--- src/rtl/rv_ctrl_pkg.sv ---
// ----------------------------------------------------------------------------
// rv_ctrl_pkg
//   Shared definitions for the multicycle RV32I control unit: FSM state
//   encoding, opcode constants, immediate-format codes, ALU operation codes,
//   datapath mux-select encodings and the branch-condition helper.
// ----------------------------------------------------------------------------
package rv_ctrl_pkg;

    typedef enum logic [3:0] {
        S_FETCH,
        S_DECODE,
        S_MEMADR,
        S_MEMREAD,
        S_MEMWB,
        S_MEMWRITE,
        S_EXECR,
        S_EXECI,
        S_ALUWB,
        S_BRANCH,
        S_JAL,
        S_JALR,
        S_LUI,
        S_AUIPC,
        S_TRAP
    } state_t;

    // Class of ALU operation requested by the FSM; the ALU decoder expands it.
    typedef enum logic [1:0] {
        ALUOP_ADD,
        ALUOP_SUB,
        ALUOP_FUNCT
    } aluop_t;

    // Opcodes (instr[6:0])
    localparam logic [6:0] OP_LOAD   = 7'b0000011;
    localparam logic [6:0] OP_STORE  = 7'b0100011;
    localparam logic [6:0] OP_R      = 7'b0110011;
    localparam logic [6:0] OP_I      = 7'b0010011;
    localparam logic [6:0] OP_BRANCH = 7'b1100011;
    localparam logic [6:0] OP_JAL    = 7'b1101111;
    localparam logic [6:0] OP_JALR   = 7'b1100111;
    localparam logic [6:0] OP_LUI    = 7'b0110111;
    localparam logic [6:0] OP_AUIPC  = 7'b0010111;

    // Immediate formats for the extend unit
    localparam logic [2:0] IMM_SHAMT = 3'b000;
    localparam logic [2:0] IMM_I     = 3'b001;
    localparam logic [2:0] IMM_S     = 3'b010;
    localparam logic [2:0] IMM_B     = 3'b011;
    localparam logic [2:0] IMM_U     = 3'b100;
    localparam logic [2:0] IMM_J     = 3'b101;

    // ALU operation codes
    localparam logic [3:0] ALU_ADD  = 4'b0000;
    localparam logic [3:0] ALU_SUB  = 4'b0001;
    localparam logic [3:0] ALU_SLL  = 4'b0010;
    localparam logic [3:0] ALU_SLT  = 4'b0011;
    localparam logic [3:0] ALU_SLTU = 4'b0100;
    localparam logic [3:0] ALU_XOR  = 4'b0101;
    localparam logic [3:0] ALU_SRL  = 4'b0110;
    localparam logic [3:0] ALU_SRA  = 4'b0111;
    localparam logic [3:0] ALU_OR   = 4'b1000;
    localparam logic [3:0] ALU_AND  = 4'b1001;

    // ALU operand A select
    localparam logic [1:0] SRCA_PC    = 2'b00;
    localparam logic [1:0] SRCA_OLDPC = 2'b01;
    localparam logic [1:0] SRCA_RS1   = 2'b10;
    localparam logic [1:0] SRCA_ZERO  = 2'b11;

    // ALU operand B select
    localparam logic [1:0] SRCB_RS2  = 2'b00;
    localparam logic [1:0] SRCB_IMM  = 2'b01;
    localparam logic [1:0] SRCB_FOUR = 2'b10;
    localparam logic [1:0] SRCB_UIMM = 2'b11;

    // Result mux select
    localparam logic [1:0] RES_ALUOUT = 2'b00;
    localparam logic [1:0] RES_MEM    = 2'b01;
    localparam logic [1:0] RES_ALU    = 2'b10;

    // Branch condition from funct3 and the same-cycle compare flags.
    // funct3 010/011 are not valid branches and never redirect the PC.
    function automatic logic branch_taken(input logic [2:0] funct3,
                                          input logic       zero,
                                          input logic       lt,
                                          input logic       ltu);
        case (funct3)
            3'b000:  return zero;
            3'b001:  return !zero;
            3'b100:  return lt;
            3'b101:  return !lt;
            3'b110:  return ltu;
            3'b111:  return !ltu;
            default: return 1'b0;
        endcase
    endfunction

endpackage

--- src/rtl/multicycle_ctrl_if.sv ---
// ----------------------------------------------------------------------------
// multicycle_ctrl_if
//   Control/status bundle between the multicycle controller and its datapath.
//   Datapath -> controller: op, funct3, funct7b5, zero, lt, ltu, mem_ready.
//   Controller -> datapath: immsrc, alusrca, alusrcb, alucontrol, resultsrc,
//                           adrsrc, irwrite, pcwrite, regwrite, memwrite,
//                           illegal.
//   master = controller side, slave = datapath side.
// ----------------------------------------------------------------------------
interface multicycle_ctrl_if;
    logic [6:0] op;
    logic [2:0] funct3;
    logic       funct7b5;
    logic       zero;
    logic       lt;
    logic       ltu;
    logic       mem_ready;

    logic [2:0] immsrc;
    logic [1:0] alusrca;
    logic [1:0] alusrcb;
    logic [3:0] alucontrol;
    logic [1:0] resultsrc;
    logic       adrsrc;
    logic       irwrite;
    logic       pcwrite;
    logic       regwrite;
    logic       memwrite;
    logic       illegal;

    modport master (
        input  op, funct3, funct7b5, zero, lt, ltu, mem_ready,
        output immsrc, alusrca, alusrcb, alucontrol, resultsrc,
               adrsrc, irwrite, pcwrite, regwrite, memwrite, illegal
    );

    modport slave (
        output op, funct3, funct7b5, zero, lt, ltu, mem_ready,
        input  immsrc, alusrca, alusrcb, alucontrol, resultsrc,
               adrsrc, irwrite, pcwrite, regwrite, memwrite, illegal
    );
endinterface

--- src/rtl/alu_decoder.sv ---
// ----------------------------------------------------------------------------
// alu_decoder
//   Combinational expansion of the FSM's ALU operation class into an ALU code.
//   Ports:
//     aluop      in  operation class (ADD / SUB / from funct fields)
//     funct3     in  instr[14:12]
//     funct7b5   in  instr[30]
//     op5        in  instr[5]; 1 for R-type, 0 for I-type ALU ops
//     alucontrol out ALU operation code
// ----------------------------------------------------------------------------
module alu_decoder
    import rv_ctrl_pkg::*;
(
    input  aluop_t     aluop,
    input  logic [2:0] funct3,
    input  logic       funct7b5,
    input  logic       op5,
    output logic [3:0] alucontrol
);

    // NOTE: every output gets a default at the top of an always_comb so no path leaves it unassigned (no latch).
    always_comb begin
        alucontrol = ALU_ADD;
        case (aluop)
            ALUOP_SUB: alucontrol = ALU_SUB;
            ALUOP_FUNCT: begin
                case (funct3)
                    // In I-type, instr[30] is an immediate bit, so only R-type may select SUB.
                    3'b000:  alucontrol = (op5 && funct7b5) ? ALU_SUB : ALU_ADD;
                    3'b001:  alucontrol = ALU_SLL;
                    3'b010:  alucontrol = ALU_SLT;
                    3'b011:  alucontrol = ALU_SLTU;
                    3'b100:  alucontrol = ALU_XOR;
                    // SRA and SRAI both carry funct7b5 = 1.
                    3'b101:  alucontrol = funct7b5 ? ALU_SRA : ALU_SRL;
                    3'b110:  alucontrol = ALU_OR;
                    default: alucontrol = ALU_AND;
                endcase
            end
            default: alucontrol = ALU_ADD;
        endcase
    end

endmodule

--- src/rtl/multicycle_ctrl.sv ---
// ----------------------------------------------------------------------------
// multicycle_ctrl
//   Multicycle RV32I control FSM for a shared-ALU datapath. Steps each
//   instruction through FETCH / DECODE / EXECUTE / writeback states, holding
//   in memory states until mem_ready, and traps on illegal opcodes.
//   Parameters:
//     ENABLE_TRAP 1: illegal opcode -> TRAP (sticky until reset)
//                 0: illegal opcode -> back to FETCH with no writes
//   Ports:
//     clk    in  rising-edge clock
//     reset  in  asynchronous, active-high reset
//     bus    master side of multicycle_ctrl_if (decode inputs, flags,
//            mem_ready in; mux selects and write enables out)
// ----------------------------------------------------------------------------
module multicycle_ctrl
    import rv_ctrl_pkg::*;
#(
    parameter bit ENABLE_TRAP = 1'b1
) (
    input logic                 clk,
    input logic                 reset,
    multicycle_ctrl_if.master   bus
);

    state_t     state;
    aluop_t     aluop;
    logic [2:0] immsrc;
    logic [1:0] alusrca;
    logic [1:0] alusrcb;
    logic [1:0] resultsrc;
    logic       adrsrc;
    logic       irwrite;
    logic       pcwrite;
    logic       regwrite;
    logic       memwrite;
    logic       illegal;

    // ------------------------------------------------------------------
    // State register and next-state logic
    // ------------------------------------------------------------------
    // NOTE: sequential state is updated with <= so every flop samples pre-edge values.
    always_ff @(posedge clk or posedge reset) begin
        if (reset) begin
            state <= S_FETCH;
        end else begin
            case (state)
                S_FETCH:    if (bus.mem_ready) state <= S_DECODE;
                S_DECODE: begin
                    case (bus.op)
                        OP_LOAD, OP_STORE: state <= S_MEMADR;
                        OP_R:              state <= S_EXECR;
                        OP_I:              state <= S_EXECI;
                        OP_BRANCH:         state <= S_BRANCH;
                        OP_JAL:            state <= S_JAL;
                        OP_JALR:           state <= S_JALR;
                        OP_LUI:            state <= S_LUI;
                        OP_AUIPC:          state <= S_AUIPC;
                        default:           state <= ENABLE_TRAP ? S_TRAP : S_FETCH;
                    endcase
                end
                // Only loads and stores reach MEMADR; op[5] tells them apart.
                S_MEMADR:   state <= bus.op[5] ? S_MEMWRITE : S_MEMREAD;
                S_MEMREAD:  if (bus.mem_ready) state <= S_MEMWB;
                S_MEMWB:    state <= S_FETCH;
                S_MEMWRITE: if (bus.mem_ready) state <= S_FETCH;
                S_EXECR,
                S_EXECI,
                S_LUI,
                S_AUIPC:    state <= S_ALUWB;
                S_ALUWB:    state <= S_FETCH;
                S_BRANCH:   state <= S_FETCH;
                S_JAL:      state <= S_ALUWB;
                // aluout now holds rs1+imm; JAL commits it to the PC and
                // computes the link value.
                S_JALR:     state <= S_JAL;
                S_TRAP:     state <= S_TRAP;
                default:    state <= S_FETCH;
            endcase
        end
    end

    // ------------------------------------------------------------------
    // Output decode
    // ------------------------------------------------------------------
    // Outputs depend on same-cycle mem_ready and compare flags, so they are
    // decoded combinationally from the state register. Gating with reset
    // drops every enable the instant reset asserts, so an access in flight
    // never completes a write.
    always_comb begin
        immsrc    = IMM_I;
        alusrca   = SRCA_PC;
        alusrcb   = SRCB_RS2;
        aluop     = ALUOP_ADD;
        resultsrc = RES_ALUOUT;
        adrsrc    = 1'b0;
        irwrite   = 1'b0;
        pcwrite   = 1'b0;
        regwrite  = 1'b0;
        memwrite  = 1'b0;
        illegal   = 1'b0;
        if (!reset) begin
            case (state)
                S_FETCH: begin
                    alusrcb   = SRCB_FOUR;
                    resultsrc = RES_ALU;
                    irwrite   = bus.mem_ready;
                    pcwrite   = bus.mem_ready;
                end
                S_DECODE: begin
                    // Precompute the branch/jal target into aluout.
                    alusrca = SRCA_OLDPC;
                    alusrcb = SRCB_IMM;
                    if (bus.op == OP_BRANCH)   immsrc = IMM_B;
                    else if (bus.op == OP_JAL) immsrc = IMM_J;
                end
                S_MEMADR: begin
                    alusrca = SRCA_RS1;
                    alusrcb = SRCB_IMM;
                    if (bus.op[5]) immsrc = IMM_S;
                end
                S_MEMREAD: adrsrc = 1'b1;
                S_MEMWB: begin
                    resultsrc = RES_MEM;
                    regwrite  = 1'b1;
                end
                S_MEMWRITE: begin
                    adrsrc   = 1'b1;
                    memwrite = 1'b1;
                end
                S_EXECR: begin
                    alusrca = SRCA_RS1;
                    aluop   = ALUOP_FUNCT;
                end
                S_EXECI: begin
                    alusrca = SRCA_RS1;
                    alusrcb = SRCB_IMM;
                    aluop   = ALUOP_FUNCT;
                    // Shift-immediates take the 5-bit shamt format.
                    if (bus.funct3 == 3'b001 || bus.funct3 == 3'b101) immsrc = IMM_SHAMT;
                end
                S_ALUWB:  regwrite = 1'b1;
                S_BRANCH: begin
                    alusrca = SRCA_RS1;
                    aluop   = ALUOP_SUB;
                    pcwrite = branch_taken(bus.funct3, bus.zero, bus.lt, bus.ltu);
                end
                S_JAL: begin
                    alusrca = SRCA_OLDPC;
                    alusrcb = SRCB_FOUR;
                    pcwrite = 1'b1;
                end
                S_JALR: begin
                    alusrca = SRCA_RS1;
                    alusrcb = SRCB_IMM;
                end
                S_LUI: begin
                    immsrc  = IMM_U;
                    alusrca = SRCA_ZERO;
                    alusrcb = SRCB_UIMM;
                end
                S_AUIPC: begin
                    immsrc  = IMM_U;
                    alusrca = SRCA_OLDPC;
                    alusrcb = SRCB_UIMM;
                end
                S_TRAP:  illegal = 1'b1;
                default: ;
            endcase
        end
    end

    alu_decoder u_alu_decoder (
        .aluop      (aluop),
        .funct3     (bus.funct3),
        .funct7b5   (bus.funct7b5),
        .op5        (bus.op[5]),
        .alucontrol (bus.alucontrol)
    );

    assign bus.immsrc    = immsrc;
    assign bus.alusrca   = alusrca;
    assign bus.alusrcb   = alusrcb;
    assign bus.resultsrc = resultsrc;
    assign bus.adrsrc    = adrsrc;
    assign bus.irwrite   = irwrite;
    assign bus.pcwrite   = pcwrite;
    assign bus.regwrite  = regwrite;
    assign bus.memwrite  = memwrite;
    assign bus.illegal   = illegal;

endmodule

--- src/flat_wrapper.sv ---
// flat-port wrapper written by rule: the top's interface ports become plain ports
module multicycle_ctrl_flat import rv_ctrl_pkg::*;
#(
    parameter bit ENABLE_TRAP = 1'b1
)
  (clk, reset, bus_op, bus_funct3, bus_funct7b5, bus_zero, bus_lt, bus_ltu, bus_mem_ready, bus_immsrc, bus_alusrca, bus_alusrcb, bus_alucontrol, bus_resultsrc, bus_adrsrc, bus_irwrite, bus_pcwrite, bus_regwrite, bus_memwrite, bus_illegal);
  multicycle_ctrl_if bus_i ();
  input logic clk;
  input logic reset;
  input wire logic [$bits(bus_i.op)-1:0] bus_op;
  input wire logic [$bits(bus_i.funct3)-1:0] bus_funct3;
  input wire logic [$bits(bus_i.funct7b5)-1:0] bus_funct7b5;
  input wire logic [$bits(bus_i.zero)-1:0] bus_zero;
  input wire logic [$bits(bus_i.lt)-1:0] bus_lt;
  input wire logic [$bits(bus_i.ltu)-1:0] bus_ltu;
  input wire logic [$bits(bus_i.mem_ready)-1:0] bus_mem_ready;
  output wire logic [$bits(bus_i.immsrc)-1:0] bus_immsrc;
  output wire logic [$bits(bus_i.alusrca)-1:0] bus_alusrca;
  output wire logic [$bits(bus_i.alusrcb)-1:0] bus_alusrcb;
  output wire logic [$bits(bus_i.alucontrol)-1:0] bus_alucontrol;
  output wire logic [$bits(bus_i.resultsrc)-1:0] bus_resultsrc;
  output wire logic [$bits(bus_i.adrsrc)-1:0] bus_adrsrc;
  output wire logic [$bits(bus_i.irwrite)-1:0] bus_irwrite;
  output wire logic [$bits(bus_i.pcwrite)-1:0] bus_pcwrite;
  output wire logic [$bits(bus_i.regwrite)-1:0] bus_regwrite;
  output wire logic [$bits(bus_i.memwrite)-1:0] bus_memwrite;
  output wire logic [$bits(bus_i.illegal)-1:0] bus_illegal;
  assign bus_i.op = bus_op;
  assign bus_i.funct3 = bus_funct3;
  assign bus_i.funct7b5 = bus_funct7b5;
  assign bus_i.zero = bus_zero;
  assign bus_i.lt = bus_lt;
  assign bus_i.ltu = bus_ltu;
  assign bus_i.mem_ready = bus_mem_ready;
  assign bus_immsrc = bus_i.immsrc;
  assign bus_alusrca = bus_i.alusrca;
  assign bus_alusrcb = bus_i.alusrcb;
  assign bus_alucontrol = bus_i.alucontrol;
  assign bus_resultsrc = bus_i.resultsrc;
  assign bus_adrsrc = bus_i.adrsrc;
  assign bus_irwrite = bus_i.irwrite;
  assign bus_pcwrite = bus_i.pcwrite;
  assign bus_regwrite = bus_i.regwrite;
  assign bus_memwrite = bus_i.memwrite;
  assign bus_illegal = bus_i.illegal;
  multicycle_ctrl #(.ENABLE_TRAP(ENABLE_TRAP)) u_core (.clk(clk), .reset(reset), .bus(bus_i));
endmodule
--- config.mk ---
export PLATFORM = sky130hd
export DESIGN_NAME = multicycle_ctrl_flat
export DESIGN_NICKNAME = d
export VERILOG_FILES = /design/src/rtl/rv_ctrl_pkg.sv /design/src/rtl/multicycle_ctrl_if.sv /design/src/rtl/alu_decoder.sv /design/src/rtl/multicycle_ctrl.sv /design/src/flat_wrapper.sv
export SDC_FILE = /design/constraint.sdc
export NUM_CORES = 1
export LEC_CHECK = 0
export CAP_MARGIN = 10
export CORE_ASPECT_RATIO = 1.4
export CORE_MARGIN = 10
export CORE_UTILIZATION = 47
export DETAILED_ROUTE_END_ITERATION = 10
export PLACE_DENSITY = 0.91
export SYNTH_ARGS = -nofsm -noshare
export SYNTH_HDL_FRONTEND = slang
export SYNTH_SLANG_ARGS = --single-unit
--- constraint.sdc ---
create_clock -name clk -period 3.94 [get_ports clk]
set_input_delay 0.394 -clock clk [delete_from_list [all_inputs] [get_ports clk]]
set_output_delay 0.394 -clock clk [all_outputs]
set_load 0.005 [all_outputs]
== Word-level counts from Yosys, hierarchy flattened ==
Index checks and enable logic that the tools add are counted.

* Eq/ne operators: 35
* Muxes and demuxes: 37
* Reductions and logical operators: 18

{| class="wikitable"
|+ Operators with widths
! operator !! number
|-
| case mux 4 bit (8 select lines) || 2
|-
| equality test 4 bit, second input constant || 7
|-
| case mux 4 bit (7 select lines) || 1
|-
| equality test 7 x 6 -> 1 bit, second input constant || 3
|-
| equality test 7 bit, second input constant || 3
|-
| equality test 4 x 3 -> 1 bit, second input constant || 4
|-
| equality test 7 x 5 -> 1 bit, second input constant || 2
|-
| 2-to-1 mux 1 bit || 14
|-
| equality test 3 bit, second input constant || 4
|-
| 2-to-1 mux 3 bit || 4
|-
| 2-to-1 mux 4 bit || 3
|-
| case mux 2 bit (3 select lines) || 2
|-
| case mux 3 bit (4 select lines) || 1
|-
| OR reduction 2 bit || 6
|-
| 2-to-1 mux 2 bit || 5
|-
| OR reduction 5 bit || 2
|-
| equality test 4 x 2 -> 1 bit, second input constant || 2
|-
| case mux 2 bit (2 select lines) || 2
|-
| case mux 4 bit (2 select lines) || 1
|-
| equality test 7 x 2 -> 1 bit, second input constant || 1
|-
| equality test 3 x 2 -> 1 bit, second input constant || 2
|-
| != test 2 bit, second input constant || 3
|-
| case mux 1 bit (6 select lines) || 1
|-
| equality test 4 x 1 -> 1 bit, second input constant || 1
|-
| other kinds (12) || 14
|}

* Register bits after elaboration: 4

== Longest topological paths before layout ==
Gate-level depths: netlist of the first run.

* Word-level depth: 6
* Depth in mapped cells: 8

== Hierarchy ==
Synthesis of the first run repeated with hierarchy kept, for this count alone.

* Cell total of the unflattened synthesis: 124
* Area, all modules: 938.4 um^2

{| class="wikitable"
|+ By module, submodules not included
! module !! times used !! cells an instance !! area each (um^2)
|-
| multicycle_ctrl || 1 || 104 || 812.0
|-
| alu_decoder || 1 || 20 || 126.4
|}

== Least setup slack after synthesis of the first run ==
Ideal clock, no wire load.

* Kind: register to output
* Start point: register u_core.state[3]
* End point: output bus_alucontrol[2]
* Arrival: 1,762 ps
* Data required time: 3,546 ps
* Path slack: 1,784 ps
* Cell stages (with the launch flop): 7
* Path buffers: 3
* Cells stage by stage: dfrtp_1 > clkbuf_1 > buf_2 > clkbuf_1 > nand3_1 > ha_1 > nor3b_1

* Cells in the longest elaborated chain, start to end: 6
* Elaborated cells on any way between the ends: 9
* Those cells by class: eq/ne: 5; mux: 3; reduce/logical: 1

{| class="wikitable"
|+ Ends and longest elaborated chain
! item !! line !! RTL
|-
| start: declaration || multicycle_ctrl.sv:25 || <nowiki>state_t state;</nowiki>
|-
| start signal: assignment || multicycle_ctrl.sv:58 || <nowiki>default: state <= ENABLE_TRAP ? S_TRAP : S_FETCH;</nowiki>
|-
| start signal: assignment || multicycle_ctrl.sv:62 || <nowiki>S_MEMADR: state <= bus.op[5] ? S_MEMWRITE : S_MEMREAD;</nowiki>
|-
| equality test 4 x 3 -> 1 bit || multicycle_ctrl.sv:102 || <nowiki>case (state)</nowiki>
|-
| OR reduction 2 bit (no line) || -- ||
|-
| case mux 2 bit (2 select lines) (*) || multicycle_ctrl.sv:102 ||
|-
| 2-to-1 mux 2 bit (*) || multicycle_ctrl.sv:101 || <nowiki>if (!reset) begin</nowiki>
|-
| equality test 2 bit or equality test 2 x 1 -> 1 bit (tied branches) || alu_decoder.sv:24 || <nowiki>case (aluop)</nowiki>
|-
| case mux 4 bit (2 select lines) (*) || alu_decoder.sv:24 ||
|-
| end: declaration || flat_wrapper.sv:20 || <nowiki>output wire logic [$bits(bus_i.alucontrol)-1:0] bus_alucontrol;</nowiki>
|}

Every way passes the cells marked *; elsewhere a longest branch is shown, timed or not.

== Worst setup path in the final report of the first run ==
* Start point: register u_core.state[1]
* End point: output bus_alucontrol[0]

Same word-level chain as after synthesis.

==> flow_metrics.tcl, run 1 <==
set metrics [dict create \
    placed_area_um2 1230 \
    grt_first_pass_wirelength_um 4720 \
    min_path_type "in2async" \
    grt_usage 0.131 \
    antenna_found_initial 0 \
    syn_nets 155 \
    htree_levels 1 \
    dieHeight_um 72.1 \
    ff2ff_setup_slack_ns 2.02 \
    hpwlAfterDp_um 2200 \
    drc 0 \
    worstPathRequired_ns 3.55 \
    p_per_area_nw_per_um2 482 \
    vias_per_cell 6.00 \
    ys_seq_area_frac 0.110 \
    cts_resized 0 \
    clkTransAtPathRegs_ns 0.04 \
    port-buffer-count 35 \
    fin_crit_sh 0.812 \
    finalPower_w 0.000602 \
    seq_power_share 0.292 \
    cts.path.max_buffers 2 \
    cts_tree "yes" \
    fp-row-count 18 \
    grt-ovfl-total 0 \
    start_util 0.506 \
    largest_reg_flops 4 \
    critPathCaptureType "output port" \
    yosysWarnings 0 \
    netSwitchingPower_w 0.000293 \
    max_slew_margin 0.441 \
    cap_viol_max_count 0 \
    tightest_slew_ns 0.839 \
    holdWs_ns 0.685 \
    ir_drop_uv 305 \
    post-place-ws_ns 0.871 \
    cp-start-kind "flip-flop" \
    io_pins 36 \
    worstPathArrival_ns 2.80 \
    p_int_w 0.000310 \
    syn_area_per_cell_um2 6.70 \
    ys_types 44 \
    seq_area_um2 100 \
    p_clk_frac 0.083 \
    vias 1086 \
    numCtsBuffers 3 \
    clock_latency_ns 0.23 \
    p_comb_frac 0.625 \
    p_sw_frac 0.486 \
    antenna_cells 0 \
    nets 182 \
    rr_endpoint "u_core.state[2]" \
    top_register "u_core.state" \
    post-cts-setup-buffers 0 \
    multi_input_area_um2 732 \
    maxSlewViolCount 0 \
    area_growth_pct 37.1 \
    dr.pass1.iters 4 \
    root_buffer "clkbuf_4" \
    netlist_instances 136 \
    drive_above_1_share 0.0311 \
    finClkSkew_ns 0.00263 \
    final-setup-viol-count 0 \
    wl_um 2760 \
    chipWidth_um 57.2 \
    antenna_left 0 \
    r2r_start "u_core.state[3]" \
    rsz0062_at_grt "false" \
    setup_slack_ns 0.742 \
    hold_viol_final 0 \
    setup_tns_ns 0 \
    gp_congestion 0.804 \
    cp_max_fo 25 \
    grt_pass1_vias 1093 \
    wire_per_inst_um 15.2 \
    synth_seq_cells 4 \
    drtIter0Drc 49 \
    min_period_ns 3.20 \
    syn_area_um2 911 \
    final_common_cell "clkdlybuf4s50_1" \
    leakage_nw 0.470 \
    stdcell_area_um2 1250 \
    fillers 168 \
    die_area_um2 4120 \
    final_cell_mix "35 x clkdlybuf4s50_1, 12 x nor2_1, 10 x a21oi_1" \
    status "finished, final reports clean" \
    largestRegisters "u_core.state: 4 flops" \
    r2r_cells 4 \
    ctsHoldBuffers 0 \
    clkSinkCount 4 \
    timing.fmax_ghz 0.313 \
    coreArea_um2 1800 \
    path_class "reg2out" \
    grt_max_degree 29 \
]
-- power groups by stage --
stage	clock, W	sequential [W]	combinational, W
finish	0.0000498	0.000176	0.000377
global route	0.0000547	0.000190	0.000425
CTS	0.0000516	0.000174	0.000380
detailed placement	0	0.000175	0.000378
global placement	0	0.000171	0.000368
floorplan	0	0.0000704	0.000352
-- layout make-up --
cell class              instances  area share
flip-flops and latches          4      0.0802
inverters                       5      0.0150
repair buffers                 35       0.281
multi-input cells             114       0.586
well taps                      20      0.0200
clock buffers                   3      0.0180
-- through the flow --
stage | utilization | instances
2_1_floorplan | - | 136
3_3_place_gp | 0.681 | 178
3_5_place_dp | 0.681 | 178
4_1_cts | 0.693 | 181
5_1_grt | 0.693 | 181
6_report | 0.693 | 181
-- critical path: stages (launching register included) --
cell	delay [ns]
dfrtp_1	0.79
nor2b_1	0.35
nand2_1	0.13
inv_1	0.07
ha_1	0.20
nor2b_1	0.19
o221ai_1	0.15
a21oi_1	0.17
clkdlybuf4s50_1	0.52
-- metal layers --
metal,global-route usage,vias up,share of wire
met3,0.0366,2,0.084
met1,0.130,501,0.38
met5,0,-,0
met4,0.0314,0,0.0047
li1,-,542,-
met2,0.254,41,0.53
-- cells in the mapped netlist, drive strengths merged --
master  number  area share
nor3         3       0.016
a31oi        3       0.021
nand2        8       0.033
nand3        6       0.033
and3         1      0.0069
nor4         2       0.014
o221ai       1      0.0096
o22a         1      0.0096
mux2i        5       0.055
o211ai       1      0.0082
inv          5       0.021
and3b        1      0.0096
a21oi       10       0.055
and2         3       0.021
o21a         1      0.0082
o21bai       3       0.025
or3          1      0.0069
nor2b        8       0.055
buf          4       0.029
nor2        12       0.049
a211o        2       0.019
a32oi        1      0.0096
o21ai        9       0.049
xnor2        3       0.029
or4          1      0.0082
nand4        3       0.021
or3b         2       0.019
nand3b       2       0.021
a22oi        1      0.0082
ha           2       0.027
xor2         2       0.019
nor3b        3       0.025
nand2b       5       0.043
a21o         2       0.016
a21boi       2       0.016
nor4b        3       0.029
clkbuf       9       0.037
dfrtp        4        0.11
a211oi       1      0.0082
-- kinds of logic after synthesis --
| group | share of synthesized area |
|---|---|
| AND/OR/NAND/NOR | 0.409 |
| multiplexers | 0.0549 |
| XOR/XNOR | 0.0481 |
| flip-flops | 0.110 |
| adder cells (fa/ha/maj) | 0.0275 |
| AO/OA/AOI/OAI | 0.264 |
| buffers and inverters | 0.0865 |
-- how the worst max path moves through the flow --
stage                    start  depth (start not counted)  slack [ns]                 to
5_1_grt        u_core.state[1]                          8        0.54  bus_alucontrol[0]
3_3_place_gp         bus_op[5]                          6        0.96      bus_immsrc[1]
4_1_cts        u_core.state[1]                          8        0.75  bus_alucontrol[0]
2_1_floorplan  u_core.state[3]                          6        1.78  bus_alucontrol[2]
3_5_place_dp             reset                          9        0.87  bus_alucontrol[0]
6_report       u_core.state[1]                          8        0.74  bus_alucontrol[0]
Note: power is estimated with default switching activity, not from simulation.
==> run 2, diff against run 1 <==
--- a/config.mk
+++ b/config.mk
@@ -8,9 +8,9 @@
 export CAP_MARGIN = 10
 export CORE_ASPECT_RATIO = 1.4
 export CORE_MARGIN = 10
-export CORE_UTILIZATION = 47
+export CORE_UTILIZATION = 39
 export DETAILED_ROUTE_END_ITERATION = 10
-export PLACE_DENSITY = 0.91
+export PLACE_DENSITY = 0.81
 export SYNTH_ARGS = -nofsm -noshare
 export SYNTH_HDL_FRONTEND = slang
 export SYNTH_SLANG_ARGS = --single-unit
==> constraint.sdc (replaced) <==
create_clock -name clk -period 2.6 [get_ports clk]
set_input_delay 0.26 -clock clk [delete_from_list [all_inputs] [get_ports clk]]
set_output_delay 0.26 -clock clk [all_outputs]
set_load 0.005 [all_outputs]
==> run 2 against run 1 <==
- setup slack got worse by 0.54 ns
- non-clock buffer count rose by 9
- clock power up 64%
- utilization decreased by 7.4 points
==> flow_metrics.tcl, run 2 (synthesis results as in run 1) <==
set metrics [dict create \
    clkSinkCount 4 \
    largestRegisters "u_core.state: 4 flops" \
    port-buffer-count 35 \
    tightest_slew_ns 0.328 \
    setup_tns_ns 0 \
    post-place-ws_ns -0.0541 \
    utilization 0.619 \
    leakage_nw 0.547 \
    antenna_found_initial 0 \
    critical-path-top-delay-family "buffers and inverters" \
    cap_viol_max_count 0 \
    chipWidth_um 60.8 \
    io_pins 36 \
    maxSlewViolCount 0 \
    die_area_um2 4700 \
    root_buffer "clkbuf_4" \
    slowest_delay_ns 0.49 \
    largest_reg_flops 4 \
    worstPathCellList "clkdlybuf4s50_1 > nand3b_2 > or4_1 > o21ai_0 > and2_1 > clkdlybuf4s50_1" \
    top_register "u_core.state" \
    vias 1124 \
    min_period_ns 2.40 \
    grt-ovfl-total 0 \
    fin_crit_sh 0.924 \
    path_class "in2out" \
    r2r_start "u_core.state[3]" \
    wl_met3_um 304 \
    critPathMostFrequentCell "clkdlybuf4s50_1" \
    post-cts-setup-buffers 0 \
    critPathCaptureType "output port" \
    dr.pass1.iters 4 \
    vias_per_cell 5.85 \
    holdWs_ns 0.543 \
    fillers 207 \
    multi_input_area_um2 746 \
    start_util 0.414 \
    ff2ff_setup_slack_ns 1.11 \
    crit_start "bus_op[4]" \
    gp_congestion 0.893 \
    timing.fmax_ghz 0.416 \
    finClkSkew_ns 0.00550 \
    grt_max_degree 28 \
    cp.buffers_inverters 2 \
    slowest_stage "clkdlybuf4s50_1" \
    numCtsBuffers 3 \
    rsz0062_at_grt "false" \
    ctsHoldBuffers 0 \
    final_cell_mix "33 x clkdlybuf4s50_1, 12 x nor2_1, 10 x a21oi_1" \
    path_depth 6 \
    hpwlAfterDp_um 2310 \
    wl_met1_um 1190 \
    cts_tree "yes" \
    dieHeight_um 77.2 \
    routed-wl-met2_um 1450 \
    ir_drop_uv 539 \
    max_slew_margin 0.778 \
    r2r_cells 5 \
    drive_above_1_share 0.112 \
    clock_latency_ns 0.25 \
    cp-start-kind "primary input" \
    final_common_cell "clkdlybuf4s50_1" \
    htree_levels 1 \
    grt_usage 0.128 \
    drtIter0Drc 18 \
    p_per_area_nw_per_um2 774 \
    clkTransAtPathRegs_ns 0.04 \
    wire_per_inst_um 15.7 \
    coreArea_um2 2200 \
    antenna_left 0 \
    hold_viol_final 0 \
    worstPathArrival_ns 2.14 \
    seq_area_um2 101 \
    grt_pass1_vias 1082 \
    cts_resized 1 \
    cts.path.max_buffers 2 \
    rr_endpoint "u_core.state[2]" \
    grt_first_pass_wirelength_um 4930 \
    nets 191 \
    min_path_type "in2async" \
    antenna_cells 0 \
    status "finished, final reports clean" \
    highest_layer "met4" \
    fp-row-count 20 \
    drc 0 \
    cp_max_fo 4 \
    setup_slack_ns 0.198 \
    worstPathRequired_ns 2.34 \
    wl_um 3010 \
    area_growth_pct 49.7 \
    final-setup-viol-count 0 \
]
run 2: cell types whose count changed in the layout (fill, tap and decap cells not counted), sizes merged:
cell and change:
clkdlybuf4s50 -2, dlymetal6s2s +1, buf +9, dlygate4sd2 +1
run 2: worst max path at each step:
stage / end / slack (ns)
finish: bus_immsrc[2] / 0.20
global route: bus_immsrc[2] / 0.04
CTS: bus_alucontrol[0] / 0.02
detailed placement: bus_immsrc[1] / -0.05
global placement: bus_immsrc[1] / -0.01
floorplan: bus_alucontrol[2] / 0.58
run 2: where the power goes:
group,switching [W],leakage (nW),internal (W)
clock,0.0000298,0.0138,0.0000519
combinational,0.000417,0.483,0.000426
sequential,0.0000399,0.0502,0.0000908
run 2: stage by stage:
| step | power, W | std cells | instance area (um^2) |
|---|---|---|---|
| detailed placement | 0.000927 | 189 | 1310 |
| global route | 0.00116 | 192 | 1360 |
| global placement | 0.000906 | 189 | 1310 |
| floorplan | 0.000641 | 136 | 911 |
| finish | 0.00106 | 192 | 1360 |
| CTS | 0.00101 | 192 | 1330 |
run 2: cell type report:
type                       instances  area share
multi-input combinational        114       0.547
tap                               22      0.0202
timing repair buffer              44       0.328
sequential                         4      0.0743
inverter                           5      0.0138
clock buffer                       3      0.0165
run 2: routing by layer:
metal / track usage / vias to the layer above
met5: 0 / -
met4: 0.0727 / 0
met3: 0.0478 / 8
met2: 0.200 / 44
met1: 0.139 / 514
li1: - / 558
run 2: tightest hold or removal path, stage by stage:
cell             delay [ns]
clkdlybuf4s50_1        0.51
buf_4                  0.21
inv_1                  0.17
==> run 3, diff against run 2 <==
--- a/config.mk
+++ b/config.mk
@@ -9,6 +9,7 @@
 export CORE_ASPECT_RATIO = 1.4
 export CORE_MARGIN = 10
 export CORE_UTILIZATION = 39
+export CTS_BUF_LIST = sky130_fd_sc_hd__clkbuf_4 sky130_fd_sc_hd__clkbuf_8 sky130_fd_sc_hd__clkbuf_16
 export DETAILED_ROUTE_END_ITERATION = 10
 export PLACE_DENSITY = 0.81
 export SYNTH_ARGS = -nofsm -noshare
==> results of run 3 <==
Same layout as run 2: the final DEF is identical, and so are final timing and power.
